==> src/rtl/adc_trigger_responder.sv <==
// adc_trigger_responder: receive-side ADC trigger handshake with delayed sample capture into RAM
//   rxCLK/rxRESET        clock, asynchronous active-high reset
//   irxArm/irxAbort      arm capture from IDLE/DONE; abort to IDLE from any state
//   irxIntClear          clears the sticky interrupt bits (a new set wins)
//   irxRecLength/Delay   record length and trigger-to-capture delay, latched on the accepted trigger
//   irxADCTriggerLine    asynchronous trigger line; orxADCTriggerAck is its four-phase acknowledge
//   irxAdcData/Valid     ADC sample stream
//   orxRamWr*            registered RAM write port
//   orxBusy/orxDone      DELAY or CAPTURE / DONE status
//   orxInterrupt         [0] done [1] missed trigger [2] empty record [3] abort
module adc_trigger_responder #(
   parameter int DATA_W      = 12,
   parameter int ADDR_W      = 14,
   parameter int DELAY_W     = 16,
   parameter int SYNC_STAGES = 2
) (
   input  logic               rxCLK,
   input  logic               rxRESET,
   input  logic               irxArm,
   input  logic               irxAbort,
   input  logic               irxIntClear,
   input  logic [ADDR_W-1:0]  irxRecLength,
   input  logic [DELAY_W-1:0] irxRecDelay,
   input  logic               irxADCTriggerLine,
   output logic               orxADCTriggerAck,
   input  logic [DATA_W-1:0]  irxAdcData,
   input  logic               irxAdcValid,
   output logic [ADDR_W-1:0]  orxRamWrAddr,
   output logic [DATA_W-1:0]  orxRamWrData,
   output logic               orxRamWrEn,
   output logic               orxBusy,
   output logic               orxDone,
   output logic [3:0]         orxInterrupt
);
   typedef enum logic [2:0] {IDLE, ARMED, DELAY, CAPTURE, DONE} state_t;
   state_t state_q, state_d;
   logic [SYNC_STAGES-1:0] sync_q;
   logic trig_s, trig_d_q, rise, ack_q, ack_d, we_q, we_d;
   logic [ADDR_W-1:0] len_q, len_d, cnt_q, cnt_d, addr_q, addr_d;
   logic [DELAY_W-1:0] dly_q, dly_d, dcnt_q, dcnt_d;
   logic [DATA_W-1:0] data_q, data_d;
   logic [3:0] int_q, int_d, set;
   assign trig_s = sync_q[SYNC_STAGES-1];
   assign rise   = trig_s & ~trig_d_q;
   // ack rises on a synchronised rising edge and falls once the line is seen low
   assign ack_d  = rise | (ack_q & trig_s);
   assign int_d  = (int_q & ~{4{irxIntClear}}) | set;
   always_comb begin
      state_d = state_q;
      len_d   = len_q;
      dly_d   = dly_q;
      dcnt_d  = dcnt_q;
      cnt_d   = cnt_q;
      we_d    = 1'b0;
      addr_d  = addr_q;
      data_d  = data_q;
      set     = {2'b00, rise & (state_q != ARMED), 1'b0};
      if (irxAbort) begin
         state_d = IDLE;
         set[3]  = (state_q == DELAY) || (state_q == CAPTURE);
      end else begin
         case (state_q)
            IDLE, DONE: if (irxArm) begin
               state_d = ARMED;
               cnt_d   = '0;
            end
            ARMED: if (rise) begin
               len_d  = irxRecLength;
               dly_d  = irxRecDelay;
               dcnt_d = '0;
               if (irxRecLength == '0) begin
                  state_d = DONE;
                  set[2]  = 1'b1;
                  set[0]  = 1'b1;
               end else begin
                  state_d = (irxRecDelay == '0) ? CAPTURE : DELAY;
               end
            end
            // DELAY lasts exactly dly_q cycles
            DELAY: if (dcnt_q == dly_q - DELAY_W'(1)) state_d = CAPTURE;
                   else dcnt_d = dcnt_q + DELAY_W'(1);
            CAPTURE: if (irxAdcValid) begin
               we_d   = 1'b1;
               addr_d = cnt_q;
               data_d = irxAdcData;
               cnt_d  = cnt_q + ADDR_W'(1);
               if (cnt_q == len_q - ADDR_W'(1)) begin
                  state_d = DONE;
                  set[0]  = 1'b1;
               end
            end
            default: state_d = IDLE;
         endcase
      end
   end
   always_ff @(posedge rxCLK or posedge rxRESET) begin
      if (rxRESET) begin
         state_q  <= IDLE;
         sync_q   <= '0;
         trig_d_q <= 1'b0;
         ack_q    <= 1'b0;
         we_q     <= 1'b0;
         len_q    <= '0;
         cnt_q    <= '0;
         addr_q   <= '0;
         dly_q    <= '0;
         dcnt_q   <= '0;
         data_q   <= '0;
         int_q    <= '0;
      end else begin
         state_q  <= state_d;
         sync_q   <= {sync_q[SYNC_STAGES-2:0], irxADCTriggerLine};
         trig_d_q <= trig_s;
         ack_q    <= ack_d;
         we_q     <= we_d;
         len_q    <= len_d;
         cnt_q    <= cnt_d;
         addr_q   <= addr_d;
         dly_q    <= dly_d;
         dcnt_q   <= dcnt_d;
         data_q   <= data_d;
         int_q    <= int_d;
      end
   end
   assign orxADCTriggerAck = ack_q;
   // abort suppresses a pending write in the very cycle it is asserted
   assign orxRamWrEn       = we_q & ~irxAbort;
   assign orxRamWrAddr     = addr_q;
   assign orxRamWrData     = data_q;
   assign orxBusy          = (state_q == DELAY) || (state_q == CAPTURE);
   assign orxDone          = state_q == DONE;
   assign orxInterrupt     = int_q;
endmodule
==> config.mk <==
export PLATFORM = sky130hd
export DESIGN_NAME = adc_trigger_responder
export DESIGN_NICKNAME = d
export VERILOG_FILES = /design/src/rtl/adc_trigger_responder.sv
export SDC_FILE = /design/constraint.sdc
export NUM_CORES = 1
export LEC_CHECK = 0
export ABC_AREA = 1
export CAP_MARGIN = 20
export CORE_ASPECT_RATIO = 1.75
export CORE_UTILIZATION = 61
export CTS_BUF_LIST = sky130_fd_sc_hd__clkbuf_8
export CTS_CLUSTER_SIZE = 28
export DETAILED_ROUTE_END_ITERATION = 8
export PLACE_DENSITY_LB_ADDON = 0.25
export SLEW_MARGIN = 20
export SYNTH_ARGS = -nofsm -noshare
export SYNTH_HDL_FRONTEND = slang
export SYNTH_SLANG_ARGS = --single-unit
==> constraint.sdc <==
create_clock -name rxCLK -period 6 [get_ports rxCLK]
set_clock_uncertainty 0.05 [all_clocks]
set_input_delay 0.6 -clock rxCLK [delete_from_list [all_inputs] [get_ports rxCLK]]
set_output_delay 0.6 -clock rxCLK [all_outputs]
set_load 0.02 [all_outputs]
## Word level (Yosys, flattened, before mapping)

Index checks and enable logic that the tools add are counted.

- Input bits: 49
- Word-level logic and storage cells: 81
- Output and inout bits: 34
- Flip-flop bits (word level): 98

- Muxes and demuxes: 27
- Reductions and logical operators: 12
- Add/subtract/negate cells: 4
- Eq/ne operators: 16
- Bitwise gates (word level): 10

Operators by type and width:

| operator | count |
|---|---|
| two-way mux 16 bit | 2 |
| case mux 16 bit (2 select lines) | 1 |
| two-way mux 14 bit | 2 |
| case mux 14 bit (2 select lines) | 1 |
| two-way mux 3 bit | 7 |
| adder 16 x 1 -> 16 bit (second input constant) | 1 |
| == test 16 bit | 1 |
| logical NOT 16 bit | 1 |
| subtractor 16 x 1 -> 16 bit (second input constant) | 1 |
| adder 14 x 1 -> 14 bit (second input constant) | 1 |
| == test 14 bit | 1 |
| logical NOT 14 bit | 1 |
| subtractor 14 x 1 -> 14 bit (second input constant) | 1 |
| two-way mux 1 bit | 12 |
| case mux 3 bit (4 select lines) | 1 |
| != test 3 bit (second input constant) | 3 |
| != test 2 bit (second input constant) | 4 |
| AND reduction 4 bit | 2 |
| == test 3 x 2 -> 1 bit (second input constant) | 2 |
| != test 3 x 2 -> 1 bit (second input constant) | 2 |
| AND reduction 3 bit | 2 |
| AND reduction 5 bit | 1 |
| AND 1 bit | 4 |
| AND 4 bit | 1 |
| 12 further kinds | 14 |

## Logic depth before layout (Yosys ltp)

- Depth in word-level cells: 7
- Mapped depth: 18
- Depth with buffers taken out: 17

## Worst setup path before layout

Ideal clock, no wire load.

- Path type: reg2reg
- Start: reg dly_q[0]
- End: reg dcnt_q[13]
- Data required time: 5,829 ps
- Setup time: 121 ps
- Stages on the path, launching flop included: 17
- Buffers on the path: 1
- Data arrival time: 1,785 ps
- Period minus slack after synthesis: 1,955 ps
- Setup slack: 4,045 ps
- Path through: dfrtp_1 -> inv_2 -> ha_1 -> nand2_2 -> nor2_4 -> nand2_1 -> nand2_1 -> nand2_1 -> nor2_1 -> nand2_1 -> nor2_1 -> nand2_1 -> nand2_2 -> nand2_2 -> nand2_4 -> buf_6 -> o21ai_1

- Word-level cells in the longest chain between the ends: 4

RTL lines:

| element | RTL line | text |
|---|---|---|
| from (decl) | 40 | `logic [DELAY_W-1:0] dly_q, dly_d, dcnt_q, dcnt_d;` |
| from (signal assigned) | 119 | `dly_q <= dly_d;` |
| subtractor 16 x 1 -> 16 bit | 80 | `DELAY: if (dcnt_q == dly_q - DELAY_W'(1)) state_d = CAPTURE;` |
| == test 16 bit | 80 |  |
| != test 2 bit (no source line) | n/a |  |
| AND reduction 4 bit (no source line) | n/a |  |
| to (signal assigned) | 120 | `dcnt_q <= dcnt_d;` |
| to (decl) | 40 |  |

Every way passes these cells.
A chain may end at the register's enable or synchronous reset.

## Final worst setup path

- Start: reg state_q[2]
- End: reg cnt_q[0]

- Word-level cells in the longest chain between the ends: 4
- Elaborated cells on any way between the ends: 9
- Classes of those cells: eq/ne (4); mux (1); reduce/logical (4)

RTL lines:

| element | RTL line | text |
|---|---|---|
| from (decl) | 36 | `state_t state_q, state_d;` |
| from (signal assigned) | 111 | `state_q <= state_d;` |
| == test 3 bit or logical NOT 3 bit (tied branches) | 62 | `case (state_q)` |
| OR reduction 2 bit | 62 |  |
| != test 2 bit (no source line) or nonzero test 2 bit (tied branches) | n/a |  |
| AND reduction 4 bit (no source line) | n/a |  |
| to (signal assigned) | 117 | `cnt_q <= cnt_d;` |
| to (decl) | 39 | `logic [ADDR_W-1:0] len_q, len_d, cnt_q, cnt_d, addr_q, addr_d;` |

Several ways; a longest one is shown, not always the timed one.

==> run_results.csv <==
group,metric,value,unit
timing,setup_tns,0,ns
timing,fin_crit,2.587,ns
run,drv_cap,0,
grt,antenna_found_initial,0,
cts,cts-resized-gates,0,
routing,via_per_inst,5.411,
timing,drv_slew,0,
cts,hold_buffers,0,
power,leakage,3.182,nW
outcome,outcome,"finished, final reports clean",
grt,overflow,0,
layout,register_area,2452,um2
routing,dr.first_iter.drc_count,235,
worst_setup_path,path_buf_inv,2,
routing,dr.pass1.iters,5,
logic_synthesis,yosys_warnings,0,
logic_synthesis,synth_cell_types,37,
power,p_total,2.623,mW
floorplan,die_area,9724,um2
worst_setup_path,critPathKind,"register to register",
worst_setup_path,crit_fanout,38,
placed_design,dp_hpwl,11270,um
layout,drive_gt1_frac,0.09412,
cts,clk_latency,0.37,ns
floorplan,io_pins,83,
cts,cts_root_buf,"clkbuf_8",
worst_setup_path,worstPathRequired,6.24,ns
routing,via_count,5249,
logic_synthesis,netlist_instances,768,
logic_synthesis,synth-edff-count,0,
power,p_per_area,387.5,nW/um2
cts,cts_tree,"built",
layout,diodes,0,
timing,worstMarginPinSlew,0.9953,ns
floorplan,num_rows,46,
routing,drc,0,
timing,slew_headroom,0.3340,
timing,setup_violations,0,
worst_setup_path,crit_path_top_delay_cell,"inv_1",
cts,clk_pin_slew,0.09,ns
cts,cts_buffer_depth,2,
floorplan,start_util,0.6291,
floorplan,core,9036,um2
timing,fmax,0.3865,GHz
worst_setup_path,crit_start,"state_q[2]$_DFFE_PP0P_",
cts,h-tree-depth,3,
grt,grt_usage,0.3215,
layout,fill_cells,748,
timing,worst_hold_slack,0.3084,ns
layout,area_growth,19.08,%
cts,postCtsSetupBuffers,0,
worst_setup_path,arrival,2.83,ns
logic_synthesis,seq_area_frac_synth,0.4314,
layout,fin_nets,899,
power,irDropWorstVdd,0.2783,mV
logic_synthesis,syn_area,5684,um2
cts,numCtsBuffers,9,
layout,final_util,0.7491,
layout,multi_input_area,2761,um2
worst_setup_path,crit_path_end_kind,"register",
worst_setup_path,worstSetupStartpointType,"register",
grt,grt_pass1_vias,5266,
placed_design,numPortBuffers,82,
routing,totalWireLength,14580,um
logic_synthesis,synth_fp_nets,821,
worst_setup_path,r2r-start,"state_q[2]$_DFFE_PP0P_",
worst_hold_path,min_from,"sync_q[0]$_DFF_PP0_",
timing,min_period_over_period,0.4312,
grt,grt_pass1_wl,23290,um
routing,ant_nets,0,
grt,grt_max_degree,88,
placed_design,routabilityCongestion,0.8924,
timing,rsz0062_at_grt,"false",
worst_setup_path,r2r_setup_slack,3.41,ns
logic_synthesis,synth-seq-cells,98,
worst_setup_path,path_cells,"inv_1 -> nand2_2 -> nor2_4 -> nand2_2 -> nor2_2 -> inv_1 -> nor2_1 -> o21bai_1",
floorplan,die_h,129.7,um
timing,hold_violations,0,
routing,wl_per_cell,15.03,um
logic_synthesis,ys_dominant_reg_cell,"dfrtp_1",
worst_hold_path,hp-class,"register to register",
floorplan,dieWidth,74.97,um
logic_synthesis,synth-async-reset-ratio,1.000,
logic_synthesis,synth.avg_cell_area,7.401,um2
cts,cts_sinks,98,
worst_setup_path,crit_path_max_incr_delay,0.61,ns
worst_setup_path,crit_family,"simple AND/OR/NAND/NOR gates",
## final timing paths
path | endpoint | depth (start not counted)
min reg2reg | sync_q[1]$_DFF_PP0_ | 0
max in group asynchronous | sync_q[1]$_DFF_PP0_ | 3
max reg2reg | cnt_q[0]$_DFFE_PP0P_ | 8
max | cnt_q[0]$_DFFE_PP0P_ | 8
min | sync_q[1]$_DFF_PP0_ | 0
min in group asynchronous | dly_q[8]$_DFFE_PP0P_ | 2
## state kept, by name, indices dropped and copies added, names as in the netlist
register,cells
len_q,14
orxInterrupt,4
orxADCTriggerAck,1
cnt_q,14
trig_d_q,1
dly_q,16
orxRamWrData,12
state_q,3
sync_q,2
dcnt_q,16
orxRamWrAddr,14
we_q,1
## report_power, final
| group | internal, mW | switching, mW | leakage [nW] |
|---|---|---|---|
| Combinational | 0.462 | 0.742 | 1.79 |
| Clock | 0.175 | 0.230 | 0.0924 |
| Sequential | 0.825 | 0.191 | 1.30 |
| Total | 1.46 | 1.16 | 3.18 |
## cell families after synthesis
| logic type | synth area share |
|---|---|
| AOI/OAI and AO/OA | 0.08783 |
| adders and majority gates | 0.008805 |
| buffers and inverters | 0.08276 |
| xor gates and xnor gates | 0.05085 |
| muxes | 0.001981 |
| DFF | 0.4314 |
| and+or+nand+nor | 0.3363 |
## per-stage QoR
step	area, um2	worst slack (ns)	std cells
2_1_floorplan	5684	2.788	768
3_5_place_dp	6580	3.131	955
5_1_grt	6769	2.998	970
6_report	6769	3.413	970
4_1_cts	6765	3.402	970
3_3_place_gp	6580	3.239	955
## cells in the mapped netlist (7+ instances only)
cell type | n | area, um2
xor2_1 | 20 | 175.2
o21ai_0 | 51 | 255.2
nor2_1 | 71 | 266.5
inv_1 | 97 | 364.1
nand3_1 | 46 | 230.2
clkbuf_1 | 12 | 45.04
xnor2_1 | 13 | 113.9
dfrtp_1 | 98 | 2452
nor2_2 | 7 | 43.79
o21ai_2 | 14 | 122.6
nand2_2 | 21 | 131.4
nor3_1 | 19 | 95.09
a21oi_1 | 9 | 45.04
nand4_1 | 15 | 93.84
nand2_1 | 221 | 829.6
## area by class of cell
| type | instances | share of cell area |
|---|---|---|
| Multi-Input combinational cell | 552 | 0.4079 |
| Sequential cell | 98 | 0.3623 |
| Timing Repair Buffer | 84 | 0.1240 |
| Inverter | 101 | 0.05619 |
| Clock buffer | 11 | 0.02237 |
| Tap cell | 120 | 0.02218 |
| Clock inverter | 4 | 0.004991 |
## cell usage in the layout (no fill, tap or decap), types with 7 or more instances in the layout
| master | Yosys | layout |
|---|---|---|
| clkdlybuf4s50_1 | 0 | 82 |
| inv_1 | 97 | 96 |
| nor2_1 | 71 | 71 |
| xor2_1 | 20 | 20 |
| a21oi_1 | 9 | 9 |
| nand4_1 | 15 | 15 |
| nor3_1 | 19 | 19 |
| xnor2_1 | 13 | 13 |
| clkbuf_8 | 0 | 11 |
| o21ai_0 | 51 | 51 |
| nand3_1 | 46 | 46 |
| o21ai_2 | 14 | 14 |
| dfrtp_1 | 98 | 98 |
| nand2_2 | 21 | 21 |
| nand2_1 | 221 | 221 |
| nor2_2 | 7 | 7 |
## worst reg2reg max path: cells and delay by family, from the launching register on
kind | cells | cell delay, ns
AND/OR/NAND/NOR | 5 | 1.20
buffers and inverters | 2 | 0.72
flip-flops | 1 | 0.41
AO/OA/AOI/OAI | 1 | 0.14
## routing by layer
layer  vias up  wire [um]  GRT usage
met4         0        709     0.1787
met3        42        452    0.04556
met2       144       8333     0.6349
met1      2483       5086     0.2969
li1       2580          -          -
met5         -          0          0
No activity file was read; power rests on OpenSTA's default activity.
